File: config.mk
export PLATFORM = sky130hd
export DESIGN_NAME = puf_race_launcher
export DESIGN_NICKNAME = d
export VERILOG_FILES = /design/src/rtl/puf_pkg.sv /design/src/rtl/sync_2ff.sv /design/src/rtl/puf_race_launcher.sv
export SDC_FILE = /design/constraint.sdc
export NUM_CORES = 1
export LEC_CHECK = 0
export CORE_UTILIZATION = 43
export DETAILED_ROUTE_END_ITERATION = 12
export GPL_ROUTABILITY_DRIVEN = 1
export PLACE_DENSITY = 0.8
export SLEW_MARGIN = 20
export SYNTH_ARGS = -nofsm -noshare
export SYNTH_HDL_FRONTEND = slang
export SYNTH_SLANG_ARGS = --single-unit
File: constraint.sdc
create_clock -name Clk -period 2 [get_ports Clk]
set_clock_uncertainty 0.1 [all_clocks]
set_input_delay 0.3 -clock Clk [delete_from_list [all_inputs] [get_ports Clk]]
set_output_delay 0.3 -clock Clk [all_outputs]
set_load 0.05 [all_outputs]
File: src/rtl/puf_pkg.sv
// puf_pkg -- shared state encoding, default parameters and width helpers for the PUF race launcher.
// Revision 1.0
`default_nettype none

package puf_pkg;

    typedef enum logic [2:0] {
        IDLE    = 3'd0,
        SETTLE  = 3'd1,
        RACE    = 3'd2,
        RECOVER = 3'd3,
        DONE    = 3'd4
    } puf_state_t;

    localparam int DEF_N_STAGES       = 64;
    localparam int DEF_SETTLE_CYCLES  = 4;
    localparam int DEF_RACE_CYCLES    = 8;
    localparam int DEF_RECOVER_CYCLES = 4;
    localparam int DEF_VOTES          = 5;

    // Bits needed to count 0..n-1; never narrower than one bit.
    function automatic int cnt_width(input int n);
        return (n <= 1) ? 1 : $clog2(n);
    endfunction

    function automatic int max3(input int a, input int b, input int c);
        int m;
        m = (a > b) ? a : b;
        return (m > c) ? m : c;
    endfunction

endpackage

`default_nettype wire

File: src/rtl/sync_2ff.sv
// sync_2ff -- 1-bit two-flop synchronizer with asynchronous active-low reset to 0.
// Revision 1.0
`default_nettype none

module sync_2ff (
    input  logic clk,
    input  logic rst_n,
    input  logic d,
    output logic q
);

    logic meta;

    always_ff @(posedge clk or negedge rst_n) begin
        if (!rst_n) begin
            meta <= 1'b0;
            q    <= 1'b0;
        end else begin
            meta <= d;
            q    <= meta;
        end
    end

endmodule

`default_nettype wire

File: src/rtl/puf_race_launcher.sv
// puf_race_launcher -- loads a challenge, launches VOTES races into the arbiter-PUF chain, majority-votes the result.
// Revision 1.0
`default_nettype none

module puf_race_launcher
    import puf_pkg::*;
#(
    parameter int N_STAGES       = DEF_N_STAGES,
    parameter int SETTLE_CYCLES  = DEF_SETTLE_CYCLES,
    parameter int RACE_CYCLES    = DEF_RACE_CYCLES,
    parameter int RECOVER_CYCLES = DEF_RECOVER_CYCLES,
    parameter int VOTES          = DEF_VOTES
) (
    input  logic                         Clk,
    input  logic                         Rst_n,
    input  logic                         Req_valid,
    output logic                         Req_ready,
    input  logic [N_STAGES-1:0]          Req_challenge,
    output logic [N_STAGES-1:0]          Challenge,
    output logic                         Race_start,
    input  logic                         Arbiter_out,
    output logic                         Resp_valid,
    input  logic                         Resp_ready,
    output logic                         Resp_bit,
    output logic [$clog2(VOTES+1)-1:0]   Resp_confidence
);

    localparam int VW = $clog2(VOTES + 1);
    localparam int PW = cnt_width(max3(SETTLE_CYCLES, RACE_CYCLES, RECOVER_CYCLES));

    localparam logic [PW-1:0] SETTLE_LAST  = PW'(SETTLE_CYCLES - 1);
    localparam logic [PW-1:0] RACE_LAST    = PW'(RACE_CYCLES - 1);
    localparam logic [PW-1:0] RECOVER_LAST = PW'(RECOVER_CYCLES - 1);
    localparam logic [VW-1:0] VOTES_C      = VW'(VOTES);
    localparam logic [VW-1:0] HALF_VOTES   = VW'(VOTES / 2);

    puf_state_t             state, state_n;
    logic [PW-1:0]          phase, phase_n;
    logic [VW-1:0]          votes, votes_n;
    logic [VW-1:0]          ones, ones_n;
    logic [N_STAGES-1:0]    challenge_n;
    logic                   race_n;
    logic                   resp_valid_n;
    logic                   resp_bit_n;
    logic [VW-1:0]          resp_conf_n;
    logic                   arb_sync;

    sync_2ff u_arb_sync (
        .clk   (Clk),
        .rst_n (Rst_n),
        .d     (Arbiter_out),
        .q     (arb_sync)
    );

    assign Req_ready = (state == IDLE);

    always_ff @(posedge Clk or negedge Rst_n) begin
        if (!Rst_n) begin
            state           <= IDLE;
            phase           <= '0;
            votes           <= '0;
            ones            <= '0;
            Challenge       <= '0;
            Race_start      <= 1'b0;
            Resp_valid      <= 1'b0;
            Resp_bit        <= 1'b0;
            Resp_confidence <= '0;
        end else begin
            state           <= state_n;
            phase           <= phase_n;
            votes           <= votes_n;
            ones            <= ones_n;
            Challenge       <= challenge_n;
            Race_start      <= race_n;
            Resp_valid      <= resp_valid_n;
            Resp_bit        <= resp_bit_n;
            Resp_confidence <= resp_conf_n;
        end
    end

    // Race_start is computed alongside the next state so it is high exactly while in RACE.
    always_comb begin
        state_n      = state;
        phase_n      = phase;
        votes_n      = votes;
        ones_n       = ones;
        challenge_n  = Challenge;
        race_n       = Race_start;
        resp_valid_n = Resp_valid;
        resp_bit_n   = Resp_bit;
        resp_conf_n  = Resp_confidence;

        case (state)
            IDLE: begin
                if (Req_valid) begin
                    challenge_n = Req_challenge;
                    votes_n     = '0;
                    ones_n      = '0;
                    phase_n     = '0;
                    state_n     = SETTLE;
                end
            end
            SETTLE: begin
                if (phase == SETTLE_LAST) begin
                    phase_n = '0;
                    race_n  = 1'b1;
                    state_n = RACE;
                end else begin
                    phase_n = phase + 1'b1;
                end
            end
            RACE: begin
                if (phase == RACE_LAST) begin
                    phase_n = '0;
                    race_n  = 1'b0;
                    votes_n = votes + 1'b1;
                    ones_n  = ones + VW'(arb_sync);
                    state_n = RECOVER;
                end else begin
                    phase_n = phase + 1'b1;
                end
            end
            RECOVER: begin
                if (phase == RECOVER_LAST) begin
                    phase_n = '0;
                    if (votes < VOTES_C) begin
                        race_n  = 1'b1;
                        state_n = RACE;
                    end else begin
                        resp_valid_n = 1'b1;
                        resp_bit_n   = (ones > HALF_VOTES);
                        resp_conf_n  = ones;
                        state_n      = DONE;
                    end
                end else begin
                    phase_n = phase + 1'b1;
                end
            end
            DONE: begin
                if (Resp_ready) begin
                    resp_valid_n = 1'b0;
                    state_n      = IDLE;
                end
            end
            default: begin
                state_n = IDLE;
                race_n  = 1'b0;
            end
        endcase
    end

endmodule

`default_nettype wire

**Yosys cells after proc, flatten, opt, wreduce, memory -nomap -nowiden**

Index checks and enable logic that the tools add are counted.

- Logic and storage cells: 68
- Bits in registers: 84
- Output and inout bits: 71
- Bits of input ports: 69

- Order comparisons: 2
- Eq/ne operators: 13
- Add/subtract/negate cells: 3
- Multiplexer cells: 24
- Bitwise logic cells: 2
- Reduce and logical (&&, ||, !) cells: 13

Operators by type and width:

| cell | number |
|---|---|
| 3-bit 2-to-1 mux | 11 |
| 3-bit one-hot mux with 5 select lines | 1 |
| 2-bit inequality test (second input constant) | 7 |
| 3-bit one-hot mux with 2 select lines | 2 |
| 5-bit AND reduction | 2 |
| 3-bit by 2-bit equality test with 1-bit output (second input constant) | 3 |
| 3-bit one-hot mux with 3 select lines | 1 |
| 1-bit 2-to-1 mux | 7 |
| 3-bit by 1-bit adder with 3-bit output (second input constant) | 2 |
| 3-bit equality test (second input constant) | 2 |
| 3-bit AND reduction | 2 |
| 1-bit one-hot mux with 4 select lines | 1 |
| 2-bit AND reduction | 2 |
| 4-bit AND reduction | 1 |
| 2-bit nonzero test | 2 |
| 2-bit OR reduction | 2 |
| 3-bit by 1-bit adder with 3-bit output | 1 |
| 3-bit by 1-bit equality test with 1-bit output (second input constant) | 1 |
| 3-bit by 2-bit greater-than comparator with 1-bit output (second input constant) | 1 |
| 3-bit zero test | 1 |
| 3-bit < comparator (second input constant) | 1 |
| 3-bit nonzero test | 1 |
| 1-bit NOT | 2 |
| 1-bit one-hot mux with 2 select lines | 1 |

**Longest topological paths before layout**

Gate-level depths: netlist of run 1.

- Word-level depth: 4
- Gate-level depth with buffers: 6
- Gate-level depth less buffers: 5

**By module**

Synthesis of run 1 repeated with hierarchy kept, for this count alone.

- Cell total of the unflattened synthesis: 230
- Area total of the unflattened synthesis: 3417.0 um2

By module, submodules not included:

| module | area an instance (um2) | sequential area each (um2) | times used | cells an instance |
|---|---|---|---|---|
| puf_race_launcher | 3367.0 | 2052.0 | 1 | 228 |
| sync_2ff | 50.0 | 50.0 | 1 | 2 |

**Worst setup path before layout of run 1**

OpenSTA, ideal clock, no wires.

- Path type: reg2reg
- Start point: register state[1]
- End point: register ones[2]
- Period minus slack after synthesis: 2220 ps
- Data required time: 1774 ps
- Library setup time: 126 ps
- Slack: -220 ps
- Buffers on the path: 1
- Stages on the path, launching flop included: 5
- Arrival: 1994 ps
- Cells stage by stage: dfrtp_1 > clkbuf_1 > nor3_1 > and2_1 > a21oi_1

- Longest elaborated chain between the ends: 3
- Elaborated cells on any way between the ends: 7
- Classes of those cells: 3 x eq/ne; 1 x mux; 3 x reduce/logical

Ends and longest elaborated chain:

| element | RTL line | text |
|---|---|---|
| start, declared | puf_race_launcher.sv:37 | `puf_state_t state, state_n;` |
| start signal, assigned | puf_race_launcher.sv:69 | `state <= state_n;` |
| 3-bit zero test * | - |  |
| via Req_ready | puf_race_launcher.sv:17 | `output logic Req_ready,` |
| 2-bit inequality test (no line) / 2-bit nonzero test (equally long branches) | - |  |
| 3-bit AND reduction (no line) | - |  |
| end signal, assigned | puf_race_launcher.sv:72 | `ones <= ones_n;` |
| end, declared | puf_race_launcher.sv:40 | `logic [VW-1:0] ones, ones_n;` |

Mark *: on every way through the listed nets, which the timed path passes. The rest lies on a longest branch.
A chain may end at the register's enable or synchronous reset.

**Worst setup path in the final report of run 1**

- Start point: register Challenge[22]
- End point: output Challenge[22]

RTL lines:

| element | RTL line | text |
|---|---|---|
| start, declared | puf_race_launcher.sv:19 | `output logic [N_STAGES-1:0] Challenge,` |
| start signal, assigned | puf_race_launcher.sv:73 | `Challenge <= challenge_n;` |

No word-level cell between the ends.

==> results by group, run 1 <==
Power and ir drop
  • P_leak: 2.29 nW
  • Part of the power in registers: 30.9%
  • Clk pwr share: 11.6%
  • Part of the power in combinational logic: 57.5%
  • Overall power: 9.37 mW
  • Internal power: 5.02 mW
  • Power density cells: 1810 nW/um2
  • Switching part of the total: 46.4%
  • Max VDD drop: 1.10 mV
  • Net switching power: 4.35 mW

Synth
  • Syn nets: 309
  • Top_reg_cell synth: dfrtp_1
  • Most frequent cells after synthesis: dfrtp_1 (84), mux2_2 (51), mux2_4 (16)
  • Register area share after synthesis: 61.2%
  • Synth Register Bits: 84
  • Ys async rst share: 100%
  • Biggest area consumer among synthesized cells: dfrtp_1
  • Area share of the largest cell type after synthesis: 61.2%
  • Avg Cell Area, Syn: 14.7 um2
  • Yosys warns: 0
  • Post-synth cell types: 30
  • Area of the mapped netlist: 3430 um2
  • Post-synth EDFFs: 0
  • Synth top area cells: dfrtp_1 (61%), mux2_2 (17%), mux2_4 (7.0%), ha_1 (2.6%), o21ai_0 (1.3%)
  • Synth Instances: 233
  • Cell with the most instances after synthesis: dfrtp_1

Placed design
  • RePlAce Congestion: 0.735
  • DP Worst Slack: -76.7 ps
  • DP HPWL: 5340 um
  • Placed cell area: 4990 um2
  • Port Buf Inserts: 139

Clock tree
  • Clk_lat worst skew: 340 ps
  • Clock Tree Buf Depth: 2
  • Clk root buf: clkbuf_8
  • Total clock sinks: 84
  • H-tree depth: 3
  • Setup bufs post-CTS: 0
  • CTS tree: yes
  • Cts bufs inserted: 9
  • Worst-path clk slew: 90 ps

Critical path
  • Worst path slowest cell: clkdlybuf4s50_1
  • RR Startpoint: phase[0]
  • Levels on crit path: 1
  • CP max stage delay: 830 ps
  • Crit path DAT: 1550 ps
  • Cell Chain, Critical Path: clkdlybuf4s50_1
  • Worst setup EP type: output pin
  • CP Class: register to output pin
  • CP startpoint kind: register
  • CP Max Fanout: 2
  • CP required: 1600 ps
  • Crit path from: Challenge[22]
  • WP buf/inv: 1
  • CP delay by family, top: buffers and inverters
  • R2R depth: 5

Worst hold path
  • Worst Hold Class: input port to async pin

Timing
  • Final worst slack: 51.5 ps
  • FMAX: 0.513 GHz
  • Final setup fails: 0
  • Final min period: 1950 ps
  • Slew @ Worst Pin: 526 ps
  • Worst rel slew slack: 64.8%
  • Final period utilization: 97.4%
  • Endpoints failing hold: 0
  • Final Max Tran Viols: 0
  • Min Hold Slack: 250 ps

Global routing
  • Total GRT Usage: 18.3%
  • GRT overflow: 0
  • Largest net degree at the start of global routing: 50
  • Antenna violations before repair: 0
  • Vias in the first global route: 2504
  • First-pass GRT wire length: 12000 um

Die
  • Core area: 7730 um2
  • Die Height: 91.4 um
  • Die W: 91.4 um
  • IO Pins: 140
  • Initial Util: 44.4%
  • Die area: 8350 um2
  • Cell Rows: 32

Drt
  • DRT antenna net count: 0
  • Via-to-Cell Ratio: 4.91
  • Vias: 2391
  • DRC Markers: 0
  • WL final: 7260 um
  • Initial DRC Count: 46
  • Post-detailed-route wirelength per cell: 14.9 um
  • Initial DRT Pass Iterations: 5

Final layout
  • Fraction of layout cells with a size suffix above 1: 24.7%
  • Final core utilization: 67.1%
  • Antenna cell count: 0
  • Synthesis-to-finish area growth: 50.9%
  • Layout Nets: 456
  • Design Area, Final: 5180 um2

Job
  • Max Cap Viol: 0

Run status
  • Status: completed
-- kinds of logic (layout without fill, tap and decap cells) --
logic type / Yosys count / in the layout / share of synthesized area (%)
AO/OA/AOI/OAI: 23 / 23 / 4.01
adder cells (fa/ha/maj): 7 / 7 / 2.55
buffers and inverters: 20 / 172 / 3.02
flip-flops: 84 / 84 / 61.2
multiplexers: 68 / 68 / 24.0
AND/OR/NAND/NOR: 31 / 31 / 5.21
-- power groups by stage --
stage	combinational (mW)	clock [mW]	sequential, mW
6_report	5.38	1.09	2.90
3_5_place_dp	5.42	0	2.93
3_3_place_gp	5.33	0	2.90
4_1_cts	5.43	1.13	2.90
5_1_grt	5.62	1.20	3.01
2_1_floorplan	1.13	0	5.33
-- cell usage in the layout (no fill, tap or decap), types with 3 or more instances in the layout --
| cell type | count |
|---|---|
| buf_4 | 6 |
| nand2_1 | 8 |
| mux2_2 | 51 |
| dfrtp_1 | 84 |
| clkinv_4 | 3 |
| clkdlybuf4s50_1 | 136 |
| nor2b_1 | 3 |
| inv_1 | 8 |
| nand3_1 | 5 |
| ha_1 | 7 |
| a21oi_1 | 6 |
| buf_12 | 4 |
| o21ai_0 | 9 |
| mux2_4 | 16 |
| clkbuf_8 | 9 |
-- cell type report --
class	instances	area [um2]
fillers	575	2540
well taps	102	128
repair buffers	148	1510
inverters	8	30.0
clock inverters	7	52.6
multi-input cells	129	1240
flip-flops and latches	84	2100
clock buffers	9	124
-- through the flow --
step | setup TNS [ps] | cells
floorplan | 0 | 233
detailed placement | -3930 | 470
global placement | -3450 | 470
finish | 0 | 487
CTS | 0 | 487
global route | -5.25 | 487
-- layer usage --
| layer | wire [um] | global-route usage (%) |
|---|---|---|
| met5 | 0 | 0 |
| met3 | 491 | 4.86 |
| met2 | 3420 | 29.7 |
| met4 | 80 | 5.82 |
| met1 | 3270 | 23.8 |
-- state kept, by name (all words and copies together) (netlist names), 3 cells and up --
| signal | count |
|---|---|
| Resp_confidence | 3 |
| ones | 3 |
| phase | 3 |
| votes | 3 |
| Challenge | 64 |
| state | 3 |
-- final timing paths --
check / endpoint / slack (ps)
hold reg to reg: u_arb_sync.q / 260
setup / recovery: Challenge[22] / 50
min in group Clk: u_arb_sync.q / 260
hold / removal: Challenge[49] / 250
setup reg to reg: votes[2] / 200
max in group asynchronous: Challenge[52] / 1000
-- repair_timing --
action,4_1_cts,5_1_grt
setup endpoints to repair,0,1
endpoints found under the hold margin,61,0
gates resized for setup,0,1
hold buffers,1,0
No activity file was read; power rests on OpenSTA's default activity.
==> run 2, diff against run 1 <==
--- a/config.mk
+++ b/config.mk
@@ -5,10 +5,11 @@
 export SDC_FILE = /design/constraint.sdc
 export NUM_CORES = 1
 export LEC_CHECK = 0
-export CORE_UTILIZATION = 43
+export CORE_UTILIZATION = 44
+export CTS_BUF_LIST = sky130_fd_sc_hd__clkbuf_8
 export DETAILED_ROUTE_END_ITERATION = 12
 export GPL_ROUTABILITY_DRIVEN = 1
-export PLACE_DENSITY = 0.8
+export PLACE_DENSITY = 0.82
 export SLEW_MARGIN = 20
 export SYNTH_ARGS = -nofsm -noshare
 export SYNTH_HDL_FRONTEND = slang
==> run 2 against run 1 <==
Net effect: sequential cell count unchanged; non-clock buffer count up 2; worst setup slack better by 26 ps; hold slack better by 16 ps; wire length up 1.6%; maximum frequency up 1.4%; die area down 2.2%; cell count down 0.21%; clock-buffer cell count up 1; utilization up 3.3 points; highest routed layer unchanged.
==> results by group, run 2 (synthesis gave the netlist of run 1 again) <==
Timing
  • Final Max Tran Viols: 0
  • Slew @ Worst Pin: 537 ps
  • FMAX: 0.520 GHz
  • Final setup fails: 0
  • Setup TNS: 0 ps
  • Worst rel slew slack: 64.1%
  • Final period utilization: 96.1%
  • Endpoints failing hold: 0
  • Min Hold Slack: 266 ps
  • Final min period: 1920 ps
  • RSZ-0062 raised after global routing: false

Clock tree
  • Clock Tree Buf Depth: 2
  • CTS tree: yes
  • H-tree depth: 3
  • Clk_lat worst skew: 340 ps
  • Setup bufs post-CTS: 0
  • Worst-path clk slew: 80 ps
  • # resized after CTS: 0
  • Total clock sinks: 84
  • Cts bufs inserted: 9
  • Clk root buf: clkbuf_8

Power and ir drop
  • Max VDD drop: 1.03 mV
  • Part of the power in registers: 30.3%
  • Power density cells: 1830 nW/um2
  • Overall power: 9.52 mW
  • Part of the power in combinational logic: 56.7%
  • Switching part of the total: 45.5%
  • Internal power: 5.18 mW
  • P_leak: 2.30 nW
  • Net switching power: 4.33 mW
  • Clk pwr share: 13.0%

Final layout
  • Fraction of layout cells with a size suffix above 1: 25.1%
  • Synthesis-to-finish area growth: 51.7%
  • Commonest cells after routing, fill and taps aside: clkdlybuf4s50_1 (137), dfrtp_1 (84), mux2_2 (51), mux2_4 (16), clkbuf_8 (10)
  • Antenna cell count: 0
  • Layout Nets: 458
  • Footprint of the multi-input gates: 1240 um2
  • Commonest non-fill, non-tap cell in the layout: clkdlybuf4s50_1
  • Fill cells: 524
  • Design Area, Final: 5210 um2
  • Most flop-heavy register: Challenge
  • Largest register FFs: 64
  • Sequential cell area: 2100 um2

Critical path
  • Cell Chain, Critical Path: clkdlybuf4s50_1
  • Register-to-register setup slack: 210 ps
  • Worst setup EP type: output pin
  • CP delay by family, top: buffers and inverters
  • CP Class: register to output pin
  • CP startpoint kind: register
  • CP max stage delay: 810 ps
  • Worst path slowest cell: clkdlybuf4s50_1
  • Crit path DAT: 1520 ps
  • CP required: 1600 ps
  • WP buf/inv: 1
  • CP Max Fanout: 2

Global routing
  • Vias in the first global route: 2529
  • Largest net degree at the start of global routing: 41
  • GRT overflow: 0
  • Total GRT Usage: 19.0%
  • Antenna violations before repair: 0
  • First-pass GRT wire length: 12300 um

Drt
  • DRC Markers: 0
  • DRT antenna net count: 0
  • Vias: 2393
  • Initial DRC Count: 43
  • Via-to-Cell Ratio: 4.92
  • WL final: 7380 um
  • Post-detailed-route wirelength per cell: 15.2 um
  • Initial DRT Pass Iterations: 6

Die
  • Die area: 8160 um2
  • Die Height: 90.4 um
  • Cell Rows: 31
  • Die W: 90.4 um
  • Core area: 7410 um2
  • Initial Util: 46.4%
  • IO Pins: 140

Run status
  • Status: completed

Worst hold path
  • Worst Hold Class: register to register

Placed design
  • DP HPWL: 5430 um
  • RePlAce Congestion: 0.789
  • Port Buf Inserts: 139
  • Placed cell area: 4990 um2

Job
  • Max Cap Viol: 0
[run 2: power groups by stage]
| stage | Combinational (mW) | Sequential (mW) | Clock (mW) |
|---|---|---|---|
| floorplan | 1.13 | 5.33 | 0 |
| global placement | 5.34 | 2.88 | 0 |
| detailed placement | 5.42 | 2.92 | 0 |
| CTS | 5.43 | 2.89 | 1.28 |
| global route | 5.62 | 3.00 | 1.35 |
| finish | 5.40 | 2.88 | 1.23 |
[run 2: repair_timing]
item / in CTS / in global routing
setup endpoints to repair: 0 / 0
endpoints found under the hold margin: 32 / 0
hold buffers: 1 / 0
[run 2: path summary, 6_finish.rpt]
| path | from | endpoint | cells past startpoint |
|---|---|---|---|
| max in group asynchronous | Rst_n | Resp_valid | 3 |
| max | Challenge[37] | Challenge[37] | 1 |
| min reg2reg | u_arb_sync.meta | u_arb_sync.q | 0 |
| min in group asynchronous | Rst_n | Challenge[43] | 2 |
| max reg2reg | phase[0] | votes[2] | 5 |
| min | u_arb_sync.meta | u_arb_sync.q | 0 |
[run 2: layer usage]
layer  share of wire (%)  GRT usage, %  up-vias
li1                    -             -     1119
met5                   0             0        -
met3                 6.5          4.97        8
met1                  45          24.6     1162
met4                0.75          4.84        0
met2                  47          31.7      104
[run 2: cell type report]
cell class / count / area share [%]
multi-input combinational: 129 / 23.8
sequential: 84 / 40.3
clock inverter: 6 / 1.34
timing repair buffer: 150 / 29.0
inverter: 8 / 0.576
clock buffer: 10 / 2.64
tap: 99 / 2.38
[run 2: through the flow]
stage	setup WS [ps]	cells	utilization (%)
2_1_floorplan	152	233	-
3_5_place_dp	-71.9	469	67.4
5_1_grt	2.04	486	70.3
3_3_place_gp	-43.0	469	67.4
4_1_cts	60.0	486	70.3
6_report	78.0	486	70.3
==> run 3, diff against run 2 <==
--- a/config.mk
+++ b/config.mk
@@ -5,6 +5,7 @@
 export SDC_FILE = /design/constraint.sdc
 export NUM_CORES = 1
 export LEC_CHECK = 0
+export ABC_CLOCK_PERIOD_IN_PS = 2000
 export CORE_UTILIZATION = 44
 export CTS_BUF_LIST = sky130_fd_sc_hd__clkbuf_8
 export DETAILED_ROUTE_END_ITERATION = 12
==> results of run 3 <==
Same layout as run 2: the final DEF is identical, and so are final timing and power.
